==> config.mk <==
export PLATFORM = sky130hd
export DESIGN_NAME = dual_counter_scheduler
export DESIGN_NICKNAME = d
export VERILOG_FILES = /design/src/rtl/dual_counter_sched_pkg.sv /design/src/rtl/dual_counter_scheduler_arb.sv /design/src/rtl/dual_counter_scheduler.sv
export SDC_FILE = /design/constraint.sdc
export NUM_CORES = 1
export LEC_CHECK = 0
export CAP_MARGIN = 20
export CORE_ASPECT_RATIO = 1.25
export CORE_MARGIN = 2
export CORE_UTILIZATION = 35
export DETAILED_ROUTE_END_ITERATION = 8
export HOLD_SLACK_MARGIN = 0.05
export PLACE_DENSITY = 0.65
export SLEW_MARGIN = 20
export SYNTH_ARGS = -nofsm -noshare
export SYNTH_HDL_FRONTEND = slang
export SYNTH_SLANG_ARGS = --single-unit
==> constraint.sdc <==
create_clock -name clk -period 1.5 [get_ports clk]
set_input_delay 0.3 -clock clk [delete_from_list [all_inputs] [get_ports clk]]
set_output_delay 0.3 -clock clk [all_outputs]
set_load 0.02 [all_outputs]
==> src/rtl/dual_counter_sched_pkg.sv <==
// Shared encodings for the dual-counter scheduler: FSM states, datapath step
// select polarity and requester identifiers.
package dual_counter_sched_pkg;

    typedef enum logic [1:0] {
        IDLE    = 2'd0,
        RUN     = 2'd1,
        CAPTURE = 2'd2,
        DONE    = 2'd3
    } state_e;

    localparam logic STEP_FAST = 1'b0;
    localparam logic STEP_SLOW = 1'b1;

    localparam logic REQ_A = 1'b0;
    localparam logic REQ_B = 1'b1;

endpackage

==> src/rtl/dual_counter_scheduler_arb.sv <==
// Two-way round-robin arbiter: grants only while enabled, and remembers the
// last requester served so the other one wins the next tie.
module rr_arbiter_2
    import dual_counter_sched_pkg::*;
(
    input  logic       clk,
    input  logic       clear_n,
    input  logic [1:0] req_i,
    input  logic       enable_i,
    output logic [1:0] grant_o,
    output logic       last_served_o
);

    logic last_served_q;
    logic last_served_d;

    always_comb begin
        grant_o       = 2'b00;
        last_served_d = last_served_q;
        if (enable_i) begin
            case (req_i)
                2'b01:   grant_o = 2'b01;
                2'b10:   grant_o = 2'b10;
                2'b11:   grant_o = (last_served_q == REQ_A) ? 2'b10 : 2'b01;
                default: grant_o = 2'b00;
            endcase
        end
        if (grant_o[REQ_A]) begin
            last_served_d = REQ_A;
        end else if (grant_o[REQ_B]) begin
            last_served_d = REQ_B;
        end
    end

    // Reset to B so A wins the very first tie.
    always_ff @(posedge clk or negedge clear_n) begin
        if (!clear_n) begin
            last_served_q <= REQ_B;
        end else begin
            last_served_q <= last_served_d;
        end
    end

    assign last_served_o = last_served_q;

endmodule

==> src/rtl/dual_counter_scheduler.sv <==
// Dual-counter scheduler: shares one dual-nibble counter datapath between requesters A and B.
// Optional macro JOB_COUNT_EN adds the 8-bit jobs_done output counting completed jobs.
module dual_counter_scheduler
    import dual_counter_sched_pkg::*;
#(
    parameter int LEN_W = 4,
    parameter int DP_W  = 8
) (
    input  logic             clk,
    input  logic             clear_n,
    input  logic             req_a,
    input  logic             req_b,
    input  logic [LEN_W-1:0] len_a,
    input  logic [LEN_W-1:0] len_b,
    input  logic             fast_a,
    input  logic             fast_b,
    output logic             gnt_a,
    output logic             gnt_b,
    output logic             busy,
    output logic             done,
    output logic [DP_W-1:0]  result,
    output logic             dp_clear,
    output logic             dp_step_sel,
    input  logic [DP_W-1:0]  dp_value
`ifdef JOB_COUNT_EN
    ,
    output logic [7:0]       jobs_done
`endif
);

    state_e           state_q, state_d;
    logic [LEN_W-1:0] run_cnt_q, run_cnt_d;
    logic             mode_q, mode_d;
    logic [DP_W-1:0]  result_q, result_d;
    logic [1:0]       grant;
    logic             last_served;
    logic             owner_req;

    rr_arbiter_2 u_arb (
        .clk           (clk),
        .clear_n       (clear_n),
        .req_i         ({req_b, req_a}),
        .enable_i      (state_q == IDLE),
        .grant_o       (grant),
        .last_served_o (last_served)
    );

    // last_served is updated at grant time, so it also names the current owner.
    assign owner_req = (last_served == REQ_A) ? req_a : req_b;

    always_comb begin
        state_d   = state_q;
        run_cnt_d = run_cnt_q;
        mode_d    = mode_q;
        result_d  = result_q;
        case (state_q)
            IDLE: begin
                if (grant != 2'b00) begin
                    run_cnt_d = grant[REQ_B] ? len_b : len_a;
                    mode_d    = grant[REQ_B] ? fast_b : fast_a;
                    state_d   = RUN;
                end
            end
            RUN: begin
                if (!owner_req) begin
                    state_d = IDLE;
                end else if (run_cnt_q == '0) begin
                    state_d = CAPTURE;
                end else begin
                    run_cnt_d = run_cnt_q - LEN_W'(1);
                end
            end
            CAPTURE: begin
                if (!owner_req) begin
                    state_d = IDLE;
                end else begin
                    result_d = dp_value;
                    state_d  = DONE;
                end
            end
            DONE:    state_d = IDLE;
            default: state_d = IDLE;
        endcase
    end

    always_ff @(posedge clk or negedge clear_n) begin
        if (!clear_n) begin
            state_q   <= IDLE;
            run_cnt_q <= '0;
            mode_q    <= 1'b0;
            result_q  <= '0;
        end else begin
            state_q   <= state_d;
            run_cnt_q <= run_cnt_d;
            mode_q    <= mode_d;
            result_q  <= result_d;
        end
    end

    assign busy        = (state_q != IDLE);
    assign gnt_a       = busy && (last_served == REQ_A);
    assign gnt_b       = busy && (last_served == REQ_B);
    assign done        = (state_q == DONE);
    assign result      = result_q;
    assign dp_clear    = (state_q != RUN);
    assign dp_step_sel = (state_q == RUN && mode_q) ? STEP_FAST : STEP_SLOW;

`ifdef JOB_COUNT_EN
    logic [7:0] jobs_q;

    always_ff @(posedge clk or negedge clear_n) begin
        if (!clear_n) begin
            jobs_q <= '0;
        end else if (state_q == DONE) begin
            jobs_q <= jobs_q + 8'd1;
        end
    end

    assign jobs_done = jobs_q;
`endif

endmodule

==> impl_metrics.ini <==
[run_status]
status = finished with violations
failed_checks = setup timing

[sta]
rsz0062_at_grt = true
fmax_mhz = 616
hold_viol_final = 0
slew_headroom_pct = 76.6
fin_ws_ps = -124
setup_viol = 14
period_share_pct = 108
fin_worst_skew_ps = 3.37
slew_violations = 0
setup_tns_ps = -687
worstMarginPinSlew_ps = 348
period_needed_ps = 1620

[detailed_routing]
first_iter_violations = 11
drc = 0
drtPass1Iterations = 4
dr_total_vias = 954
final_antenna_net_count = 0
wl_per_cell_um = 13.3
wl_um = 2520
vias_per_cell = 5.05

[die]
start_util_pct = 37.1
rows = 20
die_x_um = 49.6
die_h_um = 61.0
dieArea_um2 = 3030
io_pins = 36
core_um2 = 2450

[synth]
netlist_top_cells_area = dfrtp_1 (41%), mux2_2 (12%), a31oi_1 (3.4%)
yosysTopAreaCell = dfrtp_1
syn-num-nets = 110
synthesis.area_um2 = 911
synth_edf_count = 0
synth_cell_types = 33
synth-async-reset-ratio_pct = 100
seq_area_frac_synth_pct = 44.1
yosys_warnings = 0
yosys_register_bits = 16
yosysTopAreaCellShare_pct = 41.2
avgSynthCellArea_um2 = 10.5
yosys_most_used_dff = dfrtp_1
syn_inst = 87

[global_route]
grt_overflow = 0
grt_pass1_wl_um = 4250
grt_usage_pct = 18.4
grt_pass1_vias = 987
grt_max_degree = 17
antenna_found_initial = 0

[cells_and_area]
drive_above_1_share_pct = 50.6
mostFrequentLayoutCell = buf_4
fillCellCount = 213
n_antenna_cell = 0
syn_to_final_growth_pct = 85.2
mostFrequentLayoutCells = buf_4 (29), clkdlybuf4s50_1 (19), dfrtp_1 (15), buf_6 (10)
nets = 180

[cts]
clock_path_buffers = 2
cts_tree = built
clkLatencyLatePin_ps = 290
holdBufCountCts = 0
htree_levels = 1
path_clk_slew_ps = 100
cts_buffers = 3
root_buffer = clkbuf_4
clock_sinks = 16

[worst_setup_path]
worstPathRequired_ps = 1680
rr_startpoint = run_cnt_q[0]
reg2reg_depth = 7
worstSetupStartpoint = run_cnt_q[0]
r2r_end = run_cnt_q[1]
endpoint = run_cnt_q[1]
criticalPathCategory = reg -> reg
cp-start-kind = register
path_max_fanout = 3
rrSetupSlack_ps = -120
crit_arrival_ps = 1800
crit_path_end_kind = register

[pwr]
powerDensity_nw_per_um2 = 2250
ir_drop_uv = 1170
p_leak_nw = 0.765

[place]
portBuffers = 35
finalWeightedCongestion = 0.825
place_ws_ps = -315
dp_hpwl_um = 1850

[run]
drv_cap = 0

[min_path]
min_path_type = in -> async
## Yosys cell counts (2+ instances only)
| library cell | number |
|---|---|
| dfrtp_1 | 15 |
| mux2_2 | 10 |
| a21oi_1 | 6 |
| a31oi_1 | 5 |
| inv_1 | 5 |
| nand2_1 | 4 |
| nand2b_1 | 4 |
| nand3_1 | 4 |
| nor2_1 | 4 |
| nor3_1 | 3 |
| nor2_2 | 2 |
| nor3b_1 | 2 |
| o21ai_0 | 2 |
| or3b_1 | 2 |
## cells by family (layout without fill, tap and decap cells)
| logic type | count (synthesis) | count (layout) | synth area share (%) |
|---|---|---|---|
| AO/OA/AOI/OAI | 21 | 21 | 16.3 |
| adder cells (fa/ha/maj) | 1 | 1 | 1.37 |
| buffers and inverters | 8 | 77 | 4.26 |
| flip-flops | 16 | 16 | 44.1 |
| multiplexers | 12 | 12 | 15.9 |
| AND/OR/NAND/NOR | 29 | 29 | 18.0 |
## routing by layer
metal	wire (um)	GRT usage (%)
met5	0	0
met4	49	10.7
met3	110	3.16
met2	1310	33.5
met1	1050	20.5
## power breakdown
part | switching, mW | internal, mW | leakage [nW]
sequential | 0.135 | 0.662 | 0.192
clock | 0.139 | 0.148 | 0.0210
combinational | 1.24 | 1.48 | 0.552
## registers in the layout, indices dropped and copies added (netlist names)
name and flops:
state_q 2, run_cnt_q 4, result 8, u_arb.last_served_o 1, mode_q 1
## timing repair
action                                  CTS  global route
pin swaps                                 3             7
buffers inserted                          4             1
endpoints found under the setup margin   27            20
gates resized for setup                  43            32
endpoints found under the hold margin     0             0
## metrics by stage
| stage | instances | power (mW) | hold slack, ps | instance area, um2 | utilization [%] |
|---|---|---|---|---|---|
| finish | 189 | 3.80 | 322 | 1690 | 68.8 |
| CTS | 188 | 3.35 | 322 | 1560 | 63.6 |
| global placement | 180 | 2.98 | 470 | 1490 | 60.9 |
| floorplan | 87 | 1.95 | 4.41 | 911 | - |
| global route | 189 | 4.06 | 330 | 1690 | 68.8 |
| detailed placement | 180 | 3.02 | 495 | 1490 | 60.9 |
## critical path, stage by stage (launching register included)
cell	delay [ps]
dfrtp_1	380
inv_2	60
ha_4	150
nor3b_2	140
buf_4	140
o21ai_4	150
and2_4	190
mux2_4	300
## how the worst min path moves through the flow
stage,from,endpoint,slack [ps],cells past startpoint
after global routing,clear_n,state_q[1],330,2
after CTS,clear_n,result[1],320,2
after global placement,mode_q,mode_q,470,2
after detailed placement,result[2],result[2],490,1
after floorplan,clear_n,mode_q,4,0
final,clear_n,mode_q,320,2
## area by class of cell
class | count | area (um2) | share of cell area [%]
timing repair buffer | 68 | 616 | 36.5
multi-input combinational | 63 | 573 | 34.0
sequential | 16 | 402 | 23.8
tap | 33 | 41.3 | 2.45
clock buffer | 4 | 36.3 | 2.15
inverter | 5 | 18.8 | 1.11
Note: power is estimated with default switching activity, not from simulation.
